[config.mk]
export PLATFORM = sky130hd
export DESIGN_NAME = mat_stream_tx
export DESIGN_NICKNAME = d
export VERILOG_FILES = /design/src/rtl/mat_pkg.sv /design/src/rtl/mat_idx_counter.sv /design/src/rtl/mat_stream_tx.sv
export SDC_FILE = /design/constraint.sdc
export NUM_CORES = 1
export LEC_CHECK = 0
export BUFFER_PORTS_ARGS = -buffer_cell sky130_fd_sc_hd__buf_2
export CAP_MARGIN = 20
export CELL_PAD_IN_SITES_DETAIL_PLACEMENT = 0
export CELL_PAD_IN_SITES_GLOBAL_PLACEMENT = 1
export CORE_ASPECT_RATIO = 1.25
export CORE_MARGIN = 2
export CORE_UTILIZATION = 44
export DETAILED_ROUTE_END_ITERATION = 8
export PLACE_DENSITY = 0.85
export SETUP_SLACK_MARGIN = 0.3
export SYNTH_ARGS = -nofsm -noshare
export SYNTH_HDL_FRONTEND = slang
export SYNTH_SLANG_ARGS = --single-unit
[constraint.sdc]
create_clock -name i_clk -period 2.1 [get_ports i_clk]
set_input_delay 0.21 -clock i_clk [delete_from_list [all_inputs] [get_ports i_clk]]
set_output_delay 0.21 -clock i_clk [all_outputs]
set_load 0.01 [all_outputs]
[src/rtl/mat_pkg.sv]
// Shared definitions for the matrix operand stream blocks: FSM states,
// default geometry and the row-major element index helper.
package mat_pkg;

  localparam int unsigned MAT_N_DEF  = 2;
  localparam int unsigned MAT_DW_DEF = 8;

  typedef enum logic [1:0] {
    ST_IDLE,
    ST_SEND_A,
    ST_SEND_B,
    ST_DONE
  } mat_state_e;

  function automatic int unsigned idx(input int unsigned r,
                                      input int unsigned c,
                                      input int unsigned n);
    return r * n + c;
  endfunction

endpackage

[src/rtl/mat_idx_counter.sv]
// Nested i/j/k loop counter (k innermost). Exposes current and next values
// plus wrap flags so both stream ends can share the same iteration order.
module mat_idx_counter
  import mat_pkg::*;
#(
  parameter int unsigned N = MAT_N_DEF,
  localparam int unsigned CW = $clog2(N)
) (
  input  logic          clk_i,
  input  logic          rst_i,
  input  logic          clr_i,
  input  logic          en_i,
  output logic [CW-1:0] i_o,
  output logic [CW-1:0] j_o,
  output logic [CW-1:0] k_o,
  output logic [CW-1:0] i_nxt_o,
  output logic [CW-1:0] j_nxt_o,
  output logic [CW-1:0] k_nxt_o,
  output logic          k_wrap_o,
  output logic          j_wrap_o,
  output logic          all_wrap_o
);

  localparam logic [CW-1:0] LAST = CW'(N - 1);

  logic [CW-1:0] i_q, j_q, k_q;
  logic [CW-1:0] i_d, j_d, k_d;

  assign i_o = i_q;
  assign j_o = j_q;
  assign k_o = k_q;

  assign k_wrap_o   = (k_q == LAST);
  assign j_wrap_o   = k_wrap_o && (j_q == LAST);
  assign all_wrap_o = j_wrap_o && (i_q == LAST);

  // Wrap explicitly at N-1 so non-power-of-two N never visits illegal indices.
  always_comb begin
    k_nxt_o = k_wrap_o ? '0 : k_q + CW'(1);
    j_nxt_o = j_q;
    i_nxt_o = i_q;
    if (k_wrap_o) begin
      j_nxt_o = (j_q == LAST) ? '0 : j_q + CW'(1);
    end
    if (j_wrap_o) begin
      i_nxt_o = (i_q == LAST) ? '0 : i_q + CW'(1);
    end
  end

  always_comb begin
    i_d = i_q;
    j_d = j_q;
    k_d = k_q;
    if (clr_i) begin
      i_d = '0;
      j_d = '0;
      k_d = '0;
    end else if (en_i) begin
      i_d = i_nxt_o;
      j_d = j_nxt_o;
      k_d = k_nxt_o;
    end
  end

  always_ff @(posedge clk_i) begin
    if (rst_i) begin
      i_q <= '0;
      j_q <= '0;
      k_q <= '0;
    end else begin
      i_q <= i_d;
      j_q <= j_d;
      k_q <= k_d;
    end
  end

endmodule

[src/rtl/mat_stream_tx.sv]
// Operand stream transmitter: holds A and B, and on start emits the 8-bit
// AXI-Stream A[i][k], B[k][j] in dot-product order for every (i, j, k).
module mat_stream_tx
  import mat_pkg::*;
#(
  parameter int unsigned N  = MAT_N_DEF,
  parameter int unsigned DW = MAT_DW_DEF,
  parameter int unsigned AW = $clog2(N * N)
) (
  input  logic          i_clk,
  input  logic          i_rst,
  input  logic          i_clk_e,
  input  logic          i_wr_en,
  input  logic          i_wr_sel,
  input  logic [AW-1:0] i_wr_addr,
  input  logic [DW-1:0] i_wr_data,
  input  logic          i_start,
  output logic          o_busy,
  output logic          o_done,
  output logic [DW-1:0] m_axis_data,
  output logic          m_axis_valid,
  input  logic          m_axis_ready,
  output logic          m_axis_last
);

  localparam int unsigned DEPTH = N * N;
  localparam int unsigned IW    = $clog2(DEPTH);
  localparam int unsigned CW    = $clog2(N);
  localparam logic [AW:0] DEPTH_W = (AW + 1)'(DEPTH);

  mat_state_e    state_q, state_d;
  logic [DW-1:0] data_q, data_d;
  logic          valid_q, valid_d;
  logic          last_q, last_d;

  logic [DW-1:0] mem_a [DEPTH];
  logic [DW-1:0] mem_b [DEPTH];

  logic          wr_ok;
  logic [IW-1:0] wr_idx;
  logic [IW-1:0] a_rd_idx, b_rd_idx;
  logic [DW-1:0] a_rd, b_rd;
  logic          xfer;

  logic          cnt_clr, cnt_en;
  logic [CW-1:0] cnt_i, cnt_j, cnt_k;
  logic [CW-1:0] cnt_i_nxt, cnt_j_nxt, cnt_k_nxt;
  logic          k_wrap, j_wrap, all_wrap;

  mat_idx_counter #(.N(N)) u_cnt (
    .clk_i      (i_clk),
    .rst_i      (i_rst),
    .clr_i      (cnt_clr),
    .en_i       (cnt_en),
    .i_o        (cnt_i),
    .j_o        (cnt_j),
    .k_o        (cnt_k),
    .i_nxt_o    (cnt_i_nxt),
    .j_nxt_o    (cnt_j_nxt),
    .k_nxt_o    (cnt_k_nxt),
    .k_wrap_o   (k_wrap),
    .j_wrap_o   (j_wrap),
    .all_wrap_o (all_wrap)
  );

  assign wr_ok  = i_clk_e && i_wr_en && (state_q == ST_IDLE) && ({1'b0, i_wr_addr} < DEPTH_W);
  assign wr_idx = i_wr_addr[IW-1:0];

  always_ff @(posedge i_clk) begin
    if (wr_ok) begin
      if (i_wr_sel) begin
        mem_b[wr_idx] <= i_wr_data;
      end else begin
        mem_a[wr_idx] <= i_wr_data;
      end
    end
  end

  assign a_rd_idx = (state_q == ST_IDLE) ? '0
                  : IW'(idx(32'(cnt_i_nxt), 32'(cnt_k_nxt), N));
  assign b_rd_idx = IW'(idx(32'(cnt_k), 32'(cnt_j), N));

  // A write landing on the same edge as start must appear in the first beat.
  assign a_rd = (wr_ok && !i_wr_sel && (wr_idx == a_rd_idx)) ? i_wr_data : mem_a[a_rd_idx];
  assign b_rd = mem_b[b_rd_idx];

  assign xfer = i_clk_e && valid_q && m_axis_ready;

  always_comb begin
    state_d = state_q;
    data_d  = data_q;
    valid_d = valid_q;
    last_d  = last_q;
    cnt_clr = 1'b0;
    cnt_en  = 1'b0;
    if (i_clk_e) begin
      unique case (state_q)
        ST_IDLE: begin
          if (i_start) begin
            state_d = ST_SEND_A;
            data_d  = a_rd;
            valid_d = 1'b1;
            last_d  = 1'b0;
            cnt_clr = 1'b1;
          end
        end
        ST_SEND_A: begin
          if (xfer) begin
            state_d = ST_SEND_B;
            data_d  = b_rd;
            last_d  = all_wrap;
          end
        end
        ST_SEND_B: begin
          if (xfer) begin
            cnt_en = 1'b1;
            last_d = 1'b0;
            if (all_wrap) begin
              state_d = ST_DONE;
              valid_d = 1'b0;
            end else begin
              state_d = ST_SEND_A;
              data_d  = a_rd;
            end
          end
        end
        ST_DONE: begin
          state_d = ST_IDLE;
        end
        default: begin
          state_d = ST_IDLE;
        end
      endcase
    end
  end

  always_ff @(posedge i_clk) begin
    if (i_rst) begin
      state_q <= ST_IDLE;
      data_q  <= '0;
      valid_q <= 1'b0;
      last_q  <= 1'b0;
    end else begin
      state_q <= state_d;
      data_q  <= data_d;
      valid_q <= valid_d;
      last_q  <= last_d;
    end
  end

  assign m_axis_data  = data_q;
  assign m_axis_valid = valid_q;
  assign m_axis_last  = last_q;
  assign o_busy       = (state_q == ST_SEND_A) || (state_q == ST_SEND_B);
  assign o_done       = (state_q == ST_DONE) && i_clk_e;

endmodule
==> results of run 1 <==
Yosys cell counts (all sizes together) (2+ instances only):
cell type,instances,share of area (%)
edfxtp,64,58
a32o,3,0.90
xnor2,2,0.53
mux2,6,2.0
o21a,6,1.4
o22ai,8,1.5
dfxtp,15,9.0
nor2,28,3.2
nand2b,6,1.1
mux2i,2,0.60
nand2,3,0.56
nand4,3,0.56
nor3,6,1.2
buf,6,1.1
o2bb2ai,6,1.8
nand3,2,0.45
a211oi,7,1.6
o221ai,5,1.3
and2,3,0.56
inv,6,0.68
mux4,8,5.4
a21oi,7,1.1
o21ai,6,0.90
clkbuf,2,0.23
ha,7,2.6
metrics by stage:
step,setup slack [ps],area [sq um],util [%],std cells
global placement,238,3680,50.0,343
floorplan,227,3440,-,222
finish,373,4020,54.7,369
detailed placement,97.8,3680,50.0,343
global route,286,4020,54.7,369
CTS,314,3960,53.9,364
layout make-up:
type,count,area share [%]
clock inverter,7,2.43
multi-input combinational,129,28.2
tap,92,2.86
sequential,79,55.4
clock buffer,9,3.08
inverter,6,0.684
timing repair buffer,47,7.34
timing repair:
action	in CTS	in global routing
buffers inserted	5	5
pin swaps	4	3
gates resized for setup	5	8
setup endpoints to repair	40	13
sequential cells by signal (all words and copies together) (netlist names), 2 cells and up:
name and count:
state_q 2, m_axis_data 8, mem_a 32, mem_b 32
layout by cell type, fill, tap and decap left out, types with 2 or more instances in the layout:
master / instances
edfxtp_1: 64
buf_2: 28
nor2_1: 23
buf_4: 16
dfxtp_1: 13
clkbuf_8: 9
o22ai_1: 8
mux4_2: 8
a211oi_1: 7
nand2b_1: 6
mux2_2: 6
o21a_1: 6
a21oi_1: 6
o21ai_0: 5
o221ai_1: 5
o2bb2ai_1: 5
ha_1: 4
nand4_1: 3
nor2_4: 3
inv_1: 3
a32o_1: 3
nor3_1: 3
clkinv_4: 3
inv_4: 2
and2_4: 2
nand2_1: 2
nor2_2: 2
nor3_4: 2
mux2i_1: 2
xnor2_1: 2
ha_4: 2
bufinv_16: 2
dfxtp_4: 2
power breakdown:
part | switching [uW] | internal [uW] | total, uW
logic | 193 | 135 | 328
clock network | 541 | 670 | 1210
registers | 25.7 | 1730 | 1750
critical path, stage by stage (launching register included):
cell,delay [ps]
dfxtp_4,380
inv_4,90
ha_4,190
nand4b_4,140
nor3_4,180
buf_12,150
nand2_4,70
o21a_1,180
a32o_1,240
final timing paths:
path	slack, ps	start	to
worst max-delay path	370	state_q[1]	m_axis_data[0]
worst min-delay path	160	i_rst	m_axis_last
worst max register to register	370	state_q[1]	m_axis_data[0]
worst min register to register	480	m_axis_data[2]	m_axis_data[2]
layer usage:
metal | global-route usage, % | share of wire, % | vias up
met3 | 5.44 | 3.8 | 13
met4 | 7.05 | 2.1 | 0
li1 | - | - | 974
met1 | 20.5 | 41 | 990
met2 | 29.5 | 53 | 38
met5 | 0 | 0 | -
logic make-up (layout without fill, tap and decap cells):
kind of cell,after synthesis,count (layout),share of synthesized area (%)
multiplexers,16,16,8.03
XOR/XNOR,2,2,0.525
AO/OA/AOI/OAI,50,50,10.9
buffers and inverters,14,69,1.99
flip-flops,79,79,66.6
adder cells (fa/ha/maj),7,7,2.63
AND/OR/NAND/NOR,54,54,9.31
==> key figures, run 1 <==
Floorplan
  – CORE AREA: 7360 sq um
  – Rows: 35
  – Die width: 81.9 um
  – # IOs: 29
  – Die span in y: 101 um
  – Die area: 8290 sq um
  – Starting Density: 45.3%

Global route
  – Gr usage total: 17.5%
  – GRT Residual Overflow: 0
  – First-pass GRT wire length: 10.2 mm
  – Number of global-route vias before repair: 1,976
  – Pin count of the biggest net entering global routing: 18
  – Antenna violations before repair: 0

Synth
  – Syn nets: 246
  – Mapped Cells: 222
  – Avg Synthesized Cell Area: 15.0 sq um
  – Synth Cell Area: 3330 sq um
  – Post-synth EDFFs: 64
  – Cell variety after synth: 35
  – Post-synthesis sequential area ratio: 66.6%
  – Post-synthesis register bit count: 79
  – Async SR Flop Fraction: 0%
  – Yosys warning count: 0
  – Ys flop type: edfxtp_1

Routing
  – First DRT Iteration DRCs: 90
  – DRC viols: 0
  – WL final: 6.69 mm
  – WL/cell: 18.1 um
  – Routed vias: 2,015
  – Routed vias/inst: 5.46
  – First-pass DRT Iterations: 4
  – Post-route ant nets: 0

Placed design
  – Final HPWL DP: 4.51 mm
  – Port buffer count: 28
  – GP Congestion: 0.772

Layout
  – Share of cells above drive strength 1: 36.1%
  – Area occupied by multi-input gates: 1130 sq um
  – # diodes: 0
  – Fill count: 591
  – Sequential Area: 2230 sq um
  – Area growth syn-to-layout: 20.6%
  – NumNets Final: 296

Setup path
  – CP endpoint kind: register
  – Arrival time at the worst endpoint: 1960 ps
  – Req. time, crit path: 2330 ps
  – Type of origin of the critical path: register
  – CP max FO: 6
  – FF-to-FF path depth: 8
  – Path type of the worst setup path: reg2reg

Timing
  – Period utilization: 82.2%
  – Slew HR: 69.6%
  – Endpoints failing setup: 0
  – Clock skew: 9.59 ps
  – Setup TNS: 0 ps
  – Fin. max-slew vios: 0
  – Fmax: 579 MHz
  – Hold slack: 162 ps
  – Crit path time final: 1730 ps
  – Final Hold Viols: 0
  – Least-Margin Pin Slew: 456 ps
  – RSZ-0062 raised after global routing: false

Pwr
  – Leakage: 0.00136 uW
  – Maximum vdd ir drop: 397 uV
  – Final Power: 3290 uW
  – PD cells: 818 nW/um^2

Clock network
  – Clk sink count: 79
  – CTS Buf Count: 9
  – Max H-tree Level: 3
  – # hold bufs at CTS: 0
  – Longest Clk Path Bufs: 2
  – CTS root buffer: clkbuf_8
  – CTS tree: done
  – Clock latency at the later pin of the worst-skew pair: 350 ps
  – CTS clk-pin slew, worst paths: 80 ps

Status
  – Outcome: finished clean

Min path
  – Worst Hold Class: in2reg
  – WHS Path Cells: 2

Flow run
  – MaxCap Viol Count: 0
(Power assumes the default switching activity.)
==> inputs of run 2 (changes only) <==
--- a/config.mk
+++ b/config.mk
@@ -11,9 +11,9 @@
 export CELL_PAD_IN_SITES_GLOBAL_PLACEMENT = 1
 export CORE_ASPECT_RATIO = 1.25
 export CORE_MARGIN = 2
-export CORE_UTILIZATION = 44
+export CORE_UTILIZATION = 45
 export DETAILED_ROUTE_END_ITERATION = 8
-export PLACE_DENSITY = 0.85
+export PLACE_DENSITY = 0.84
 export SETUP_SLACK_MARGIN = 0.3
 export SYNTH_ARGS = -nofsm -noshare
 export SYNTH_HDL_FRONTEND = slang
==> constraint.sdc (replaced) <==
create_clock -name i_clk -period 1.69 [get_ports i_clk]
set_input_delay 0.169 -clock i_clk [delete_from_list [all_inputs] [get_ports i_clk]]
set_output_delay 0.169 -clock i_clk [all_outputs]
set_load 0.01 [all_outputs]
==> run 2 against run 1 <==
Core utilization is 6.3 points higher. Die area shrank 2.1%. Largest power group unchanged. Hold slack got worse by 49 ps. Total power increased by 26%.
==> key figures, run 2 (synthesis results as in run 1) <==
Timing
  – Crit path time final: 1620 ps (-103 ps)
  – Clock skew: 11.1 ps (+1.53 ps)
  – Period utilization: 96.1% (+14 points)
  – Fin. max-slew vios: 0 (unchanged)
  – Least-Margin Pin Slew: 450 ps (-5.40 ps)
  – Endpoints failing setup: 0 (unchanged)
  – RSZ-0062 raised after global routing: true
  – Final worst setup slack: 66.1 ps (-307 ps)
  – Final Hold Viols: 0 (unchanged)
  – Setup TNS: 0 ps (unchanged)
  – Fmax: 616 MHz (+6.3%)
  – Slew HR: 70.0% (+0.36 points)

Setup path
  – Slowest stage cell, crit path: dfxtp_4
  – Largest delay share family, worst path: compound AO/OA/AOI/OAI gates
  – Buf+Inv Stages, Crit Path: 2 (unchanged)
  – Cell depth of the worst setup path: 8 (unchanged)
  – FF-to-FF path depth: 8 (unchanged)
  – Arrival time at the worst endpoint: 1870 ps (-90 ps)
  – Path type of the worst setup path: reg2reg
  – Worst path cell trace: inv_4 > ha_4 > nand4b_4 > nor3_4 > buf_12 > nand2_4 > o21a_1 > a32o_1
  – CP max stage delay: 380 ps (about the same)
  – Type of origin of the critical path: register
  – CP max FO: 7 (+1)
  – CP endpoint kind: register
  – Req. time, crit path: 1930 ps (-400 ps)

Min path
  – WHS Path Cells: 2 (unchanged)
  – Worst Hold Class: in2reg

Layout
  – NumNets Final: 317 (+7.1%)
  – # diodes: 0 (unchanged)
  – Share of cells above drive strength 1: 47.7% (+12 points)
  – Util after Layout: 61.0% (+6.3 points)
  – Commonest non-fill, non-tap cells in the layout: edfxtp_1, buf_2, nor2_1, buf_4, buf_6
  – Most common library cell in the layout ignoring fill and taps: edfxtp_1
  – Area growth syn-to-layout: 33.0%

Pwr
  – Maximum vdd ir drop: 635 uV (+60%)
  – PD cells: 932 nW/um^2 (+14%)
  – Leakage: 0.00150 uW (+11%)

Routing
  – Routed vias/inst: 5.36 (-1.8%)
  – WL/cell: 18.1 um (-0.41%)
  – Met1 Wirelength: 2.92 mm (+6.3%)
  – First-pass DRT Iterations: 4 (unchanged)
  – DRC viols: 0 (unchanged)
  – Routed vias: 2,092 (+3.8%)
  – Post-route ant nets: 0 (unchanged)
  – Wire length on met3: 255 um (+0.79%)
  – First DRT Iteration DRCs: 71 (-21%)
  – Highest Signal Layer: met4
  – DR WL met2: 3.74 mm (+5.1%)
  – WL final: 7.04 mm (+5.3%)

Placed design
  – Final HPWL DP: 4.77 mm (+5.7%)
  – Port buffer count: 28 (unchanged)
  – Post-place setup slack: -82.7 ps (-180 ps)
  – GP Congestion: 0.726 (-5.9%)

Clock network
  – Clock latency at the later pin of the worst-skew pair: 350 ps (about the same)
  – Clk sink count: 79 (unchanged)
  – Max H-tree Level: 3 (unchanged)
  – CTS Buf Count: 9 (unchanged)
  – CTS root buffer: clkbuf_8
  – Longest Clk Path Bufs: 2 (unchanged)
  – CTS tree: done
  – CTS clk-pin slew, worst paths: 80 ps (about the same)

Global route
  – Antenna violations before repair: 0 (unchanged)
  – Number of global-route vias before repair: 2,122 (+7.4%)
  – GRT Residual Overflow: 0 (unchanged)
  – Pin count of the biggest net entering global routing: 33 (+15)
  – Gr usage total: 18.5% (+1.1 points)
  – First-pass GRT wire length: 10.8 mm (+5.8%)

Floorplan
  – # IOs: 29 (unchanged)
  – Die span in y: 100 um (-1.1%)
  – Die width: 81.0 um (-1.1%)
  – Starting Density: 45.9% (+0.55 points)
  – CORE AREA: 7270 sq um (-1.2%)
  – Die area: 8120 sq um (-2.1%)
  – Rows: 35 (unchanged)

Flow run
  – MaxCap Viol Count: 0 (unchanged)

Status
  – Outcome: finished clean
-- run 2: routing by layer --
metal	vias up	GRT usage, %
met3	12	3.06
met2	48	31.5
met4	0	8.21
met1	1011	23.0
met5	-	0
li1	1021	-
-- run 2: through the flow --
step	instances	area [sq um]	power, uW	hold slack, ps
3_5_place_dp	360	3890	2630	467
6_report	390	4440	4130	112
5_1_grt	390	4440	4280	106
4_1_cts	386	4350	4130	104
3_3_place_gp	360	3890	2620	458
2_1_floorplan	222	3450	2440	234
-- run 2: final timing paths --
check / from / end / slack, ps
max: state_q[1] / m_axis_data[0] / 70
min: i_rst / state_q[0] / 110
max reg2reg: state_q[1] / m_axis_data[0] / 70
min reg2reg: m_axis_data[5] / m_axis_data[5] / 480
-- run 2: area by class of cell --
class | count | area (sq um)
fill | 597 | 2830
tap | 92 | 115
multi-input combinational | 129 | 1250
sequential | 79 | 2230
clock buffer | 9 | 124
timing repair buffer | 68 | 601
inverter | 6 | 27.5
clock inverter | 7 | 83.8
-- run 2: timing repair --
action / in CTS / in global routing
pin swaps: 17 / 10
buffers inserted: 10 / 4
setup endpoints to repair: 77 / 77
gates resized for setup: 32 / 12
hold buffers: 0 / 0
-- run 2: power by group --
group          total [uW]  leakage (uW)  switching [uW]  internal [uW]
Clock                1460      0.000103             750            714
Sequential           2170      0.000702            28.5           2150
Combinational         495      0.000700             270            225
==> inputs of run 3 (changes only) <==
--- a/config.mk
+++ b/config.mk
@@ -13,8 +13,9 @@
 export CORE_MARGIN = 2
 export CORE_UTILIZATION = 45
 export DETAILED_ROUTE_END_ITERATION = 8
-export PLACE_DENSITY = 0.84
+export PLACE_DENSITY = 0.83
 export SETUP_SLACK_MARGIN = 0.3
 export SYNTH_ARGS = -nofsm -noshare
 export SYNTH_HDL_FRONTEND = slang
+export SYNTH_HIERARCHICAL = 1
 export SYNTH_SLANG_ARGS = --single-unit
==> run 3 against run 2 <==
The run now ends with negative setup slack left. Core utilization increased by 2.1 points. Combinational power up 4%. Clock-buffer cell count increased by 1. Largest cell class unchanged.
==> key figures, run 3 <==
Status
  – Outcome: complete, but fails checks
  – Violated checks: negative setup slack

Clock network
  – Clock latency at the later pin of the worst-skew pair: 350 ps (about the same)
  – CTS tree: done
  – CTS clk-pin slew, worst paths: 80 ps (about the same)
  – Max H-tree Level: 3 (unchanged)
  – CTS root buffer: clkbuf_8
  – Clk sink count: 79 (unchanged)
  – CTS Buf Count: 9 (unchanged)
  – Longest Clk Path Bufs: 2 (unchanged)

Layout
  – NumNets Final: 311 (-1.9%)
  – # diodes: 0 (unchanged)
  – Layout Cells excl Fill: 383 (-1.8%)
  – Most common library cell in the layout ignoring fill and taps: edfxtp_1
  – Fill count: 537 (-10%)
  – Area growth syn-to-layout: 34.7%
  – Commonest non-fill, non-tap cells in the layout: edfxtp_1, buf_2, buf_4, buf_6, dfxtp_1
  – Share of cells above drive strength 1: 55.3% (+7.7 points)

Floorplan
  – Rows: 35 (unchanged)
  – Die span in y: 102 um (+1.9%)
  – Die width: 82.5 um (+1.8%)
  – CORE AREA: 7400 sq um (+1.8%)
  – Die area: 8420 sq um (+3.7%)
  – # IOs: 29 (unchanged)
  – Starting Density: 46.8% (+0.94 points)

Timing
  – Least-Margin Pin Slew: 359 ps (-91.2 ps)
  – Period utilization: 114% (+18 points)
  – Fin. max-slew vios: 0 (unchanged)
  – Hold slack: 133 ps (+20.3 ps)
  – Endpoints failing setup: 8 (+8)
  – Slew HR: 75.7% (+5.8 points)
  – Crit path time final: 1930 ps (+301 ps)
  – Final worst setup slack: -235 ps (-301 ps)
  – Clock skew: 5.39 ps (-5.73 ps)
  – Final Hold Viols: 0 (unchanged)
  – RSZ-0062 raised after global routing: true
  – Fmax: 519 MHz (-16%)

Setup path
  – Worst setup endpoint: m_axis_data[6]
  – R2R Setup Slk: -240 ps (-300 ps)
  – CP max FO: 8 (+1)
  – CP Launch Point: u_cnt/k_o
  – R2r startpoint: u_cnt/k_o
  – Path type of the worst setup path: reg2reg
  – FF-to-FF path depth: 7 (-1)
  – Arrival time at the worst endpoint: 2160 ps (+290 ps)
  – CP endpoint kind: register
  – Type of origin of the critical path: register
  – End of the worst register-to-register path: m_axis_data[6]
  – Req. time, crit path: 1930 ps (about the same)

Routing
  – WL/cell: 19.8 um (+9.4%)
  – WL final: 7.57 mm (+7.4%)
  – Met1 Wirelength: 2.95 mm (+1.2%)
  – Highest Signal Layer: met4
  – First-pass DRT Iterations: 4 (unchanged)
  – Routed vias/inst: 5.74 (+6.9%)
  – Post-route ant nets: 0 (unchanged)
  – DR WL met2: 4.16 mm (+11%)
  – Routed vias: 2,197 (+5.0%)
  – Wire length on met3: 225 um (-12%)
  – First DRT Iteration DRCs: 109 (+54%)
  – DRC viols: 0 (unchanged)

Global route
  – GRT Residual Overflow: 0 (unchanged)
  – Number of global-route vias before repair: 2,244 (+5.7%)
  – Antenna violations before repair: 0 (unchanged)
  – First-pass GRT wire length: 11.5 mm (+7.0%)
  – Gr usage total: 19.4% (+0.83 points)
  – Pin count of the biggest net entering global routing: 14 (-58%)

Pwr
  – Sequential power share: 48.5% (-4.1 points)
  – Internal power: 3520 uW (+14%)
  – Leakage: 0.00161 uW (+7.3%)
  – Power share of the combinational group: 11.5% (-0.5 points)
  – Maximum vdd ir drop: 743 uV (+17%)
  – Net Sw Frac: 21.4% (-4.0 points)
  – PD cells: 959 nW/um^2 (+2.9%)
  – Clock share of power: 40.0% (+4.6 points)
  – P_sw: 957 uW (-8.8%)

Flow run
  – MaxCap Viol Count: 0 (unchanged)

Placed design
  – GP Congestion: 0.773 (+6.5%)
  – Final HPWL DP: 5.10 mm (+6.9%)
  – Post-place setup slack: -469 ps (-386 ps)
  – Inst Count DP: 348 (-3.3%)
  – Port buffer count: 28 (unchanged)

Synth
  – Avg Synthesized Cell Area: 16.3 sq um (+8.3%)
  – Yosys warning count: 6 (+6)
  – Syn nets: 238 (-3.3%)
  – Mapped Cells: 213 (-4.1%)
  – Synth Cell Area: 3460 sq um (+3.9%)

Min path
  – Worst Hold Class: in2reg
  – Min-Delay Startpoint: i_wr_data[1]
  – WHS Path Cells: 1 (-1)
==> run 3: worst max-delay path: stages, from the launching register on <==
cell and delay, ps:
dfxtp_4 360, ha_4 160, ha_4 290, buf_8 130
o21bai_4 120, buf_4 160, a211o_1 310, a221o_1 300
==> run 3: how the worst min path moves through the flow <==
stage	to	slack, ps
2_1_floorplan	state_q[0]	230
3_3_place_gp	m_axis_last	470
3_5_place_dp	m_axis_last	480
4_1_cts	mem_b[2][1]	120
5_1_grt	mem_b[3][2]	120
6_report	mem_b[2][1]	130
==> run 3: per-layer routing <==
metal  GRT usage [%]  up-vias
met1            22.0     1111
li1                -     1015
met5               0        -
met3            3.80       18
met2            34.2       53
met4            9.36        0
==> run 3: what timing repair did <==
action	4_1_cts	5_1_grt
hold endpoints to repair	0	0
pin swaps	24	12
endpoints found under the setup margin	80	80
setup buffers	14	4
hold buffers	0	0
cloned	1	0
gates resized for setup	45	7
==> run 3: area by class of cell <==
type	count	area (sq um)	share of cell area (%)
Sequential cell	79	2230	47.9
Multi-Input combinational cell	118	1380	29.5
Timing Repair Buffer	74	651	13.9
Clock inverter	6	133	2.84
Clock buffer	10	128	2.73
Tap cell	92	115	2.47
Inverter	4	31.3	0.670
==> run 3: stage by stage <==
stage,setup TNS (ps),power (uW),utilization (%),cell area [sq um]
final,-1330,4480,63.1,4670
after global routing,-1910,4640,63.1,4670
after floorplan,-637,2470,-,3620
after CTS,-1170,4480,62.1,4600
after global placement,-2600,2620,53.5,3960
after detailed placement,-2830,2630,53.5,3960
==> run 3: power by group through the flow <==
stage	sequential, uW	combinational, uW	clock [uW]
6_report	2170	513	1790
5_1_grt	2180	551	1910
4_1_cts	2170	488	1820
3_5_place_dp	2220	410	0
3_3_place_gp	2210	405	0
2_1_floorplan	2220	245	0
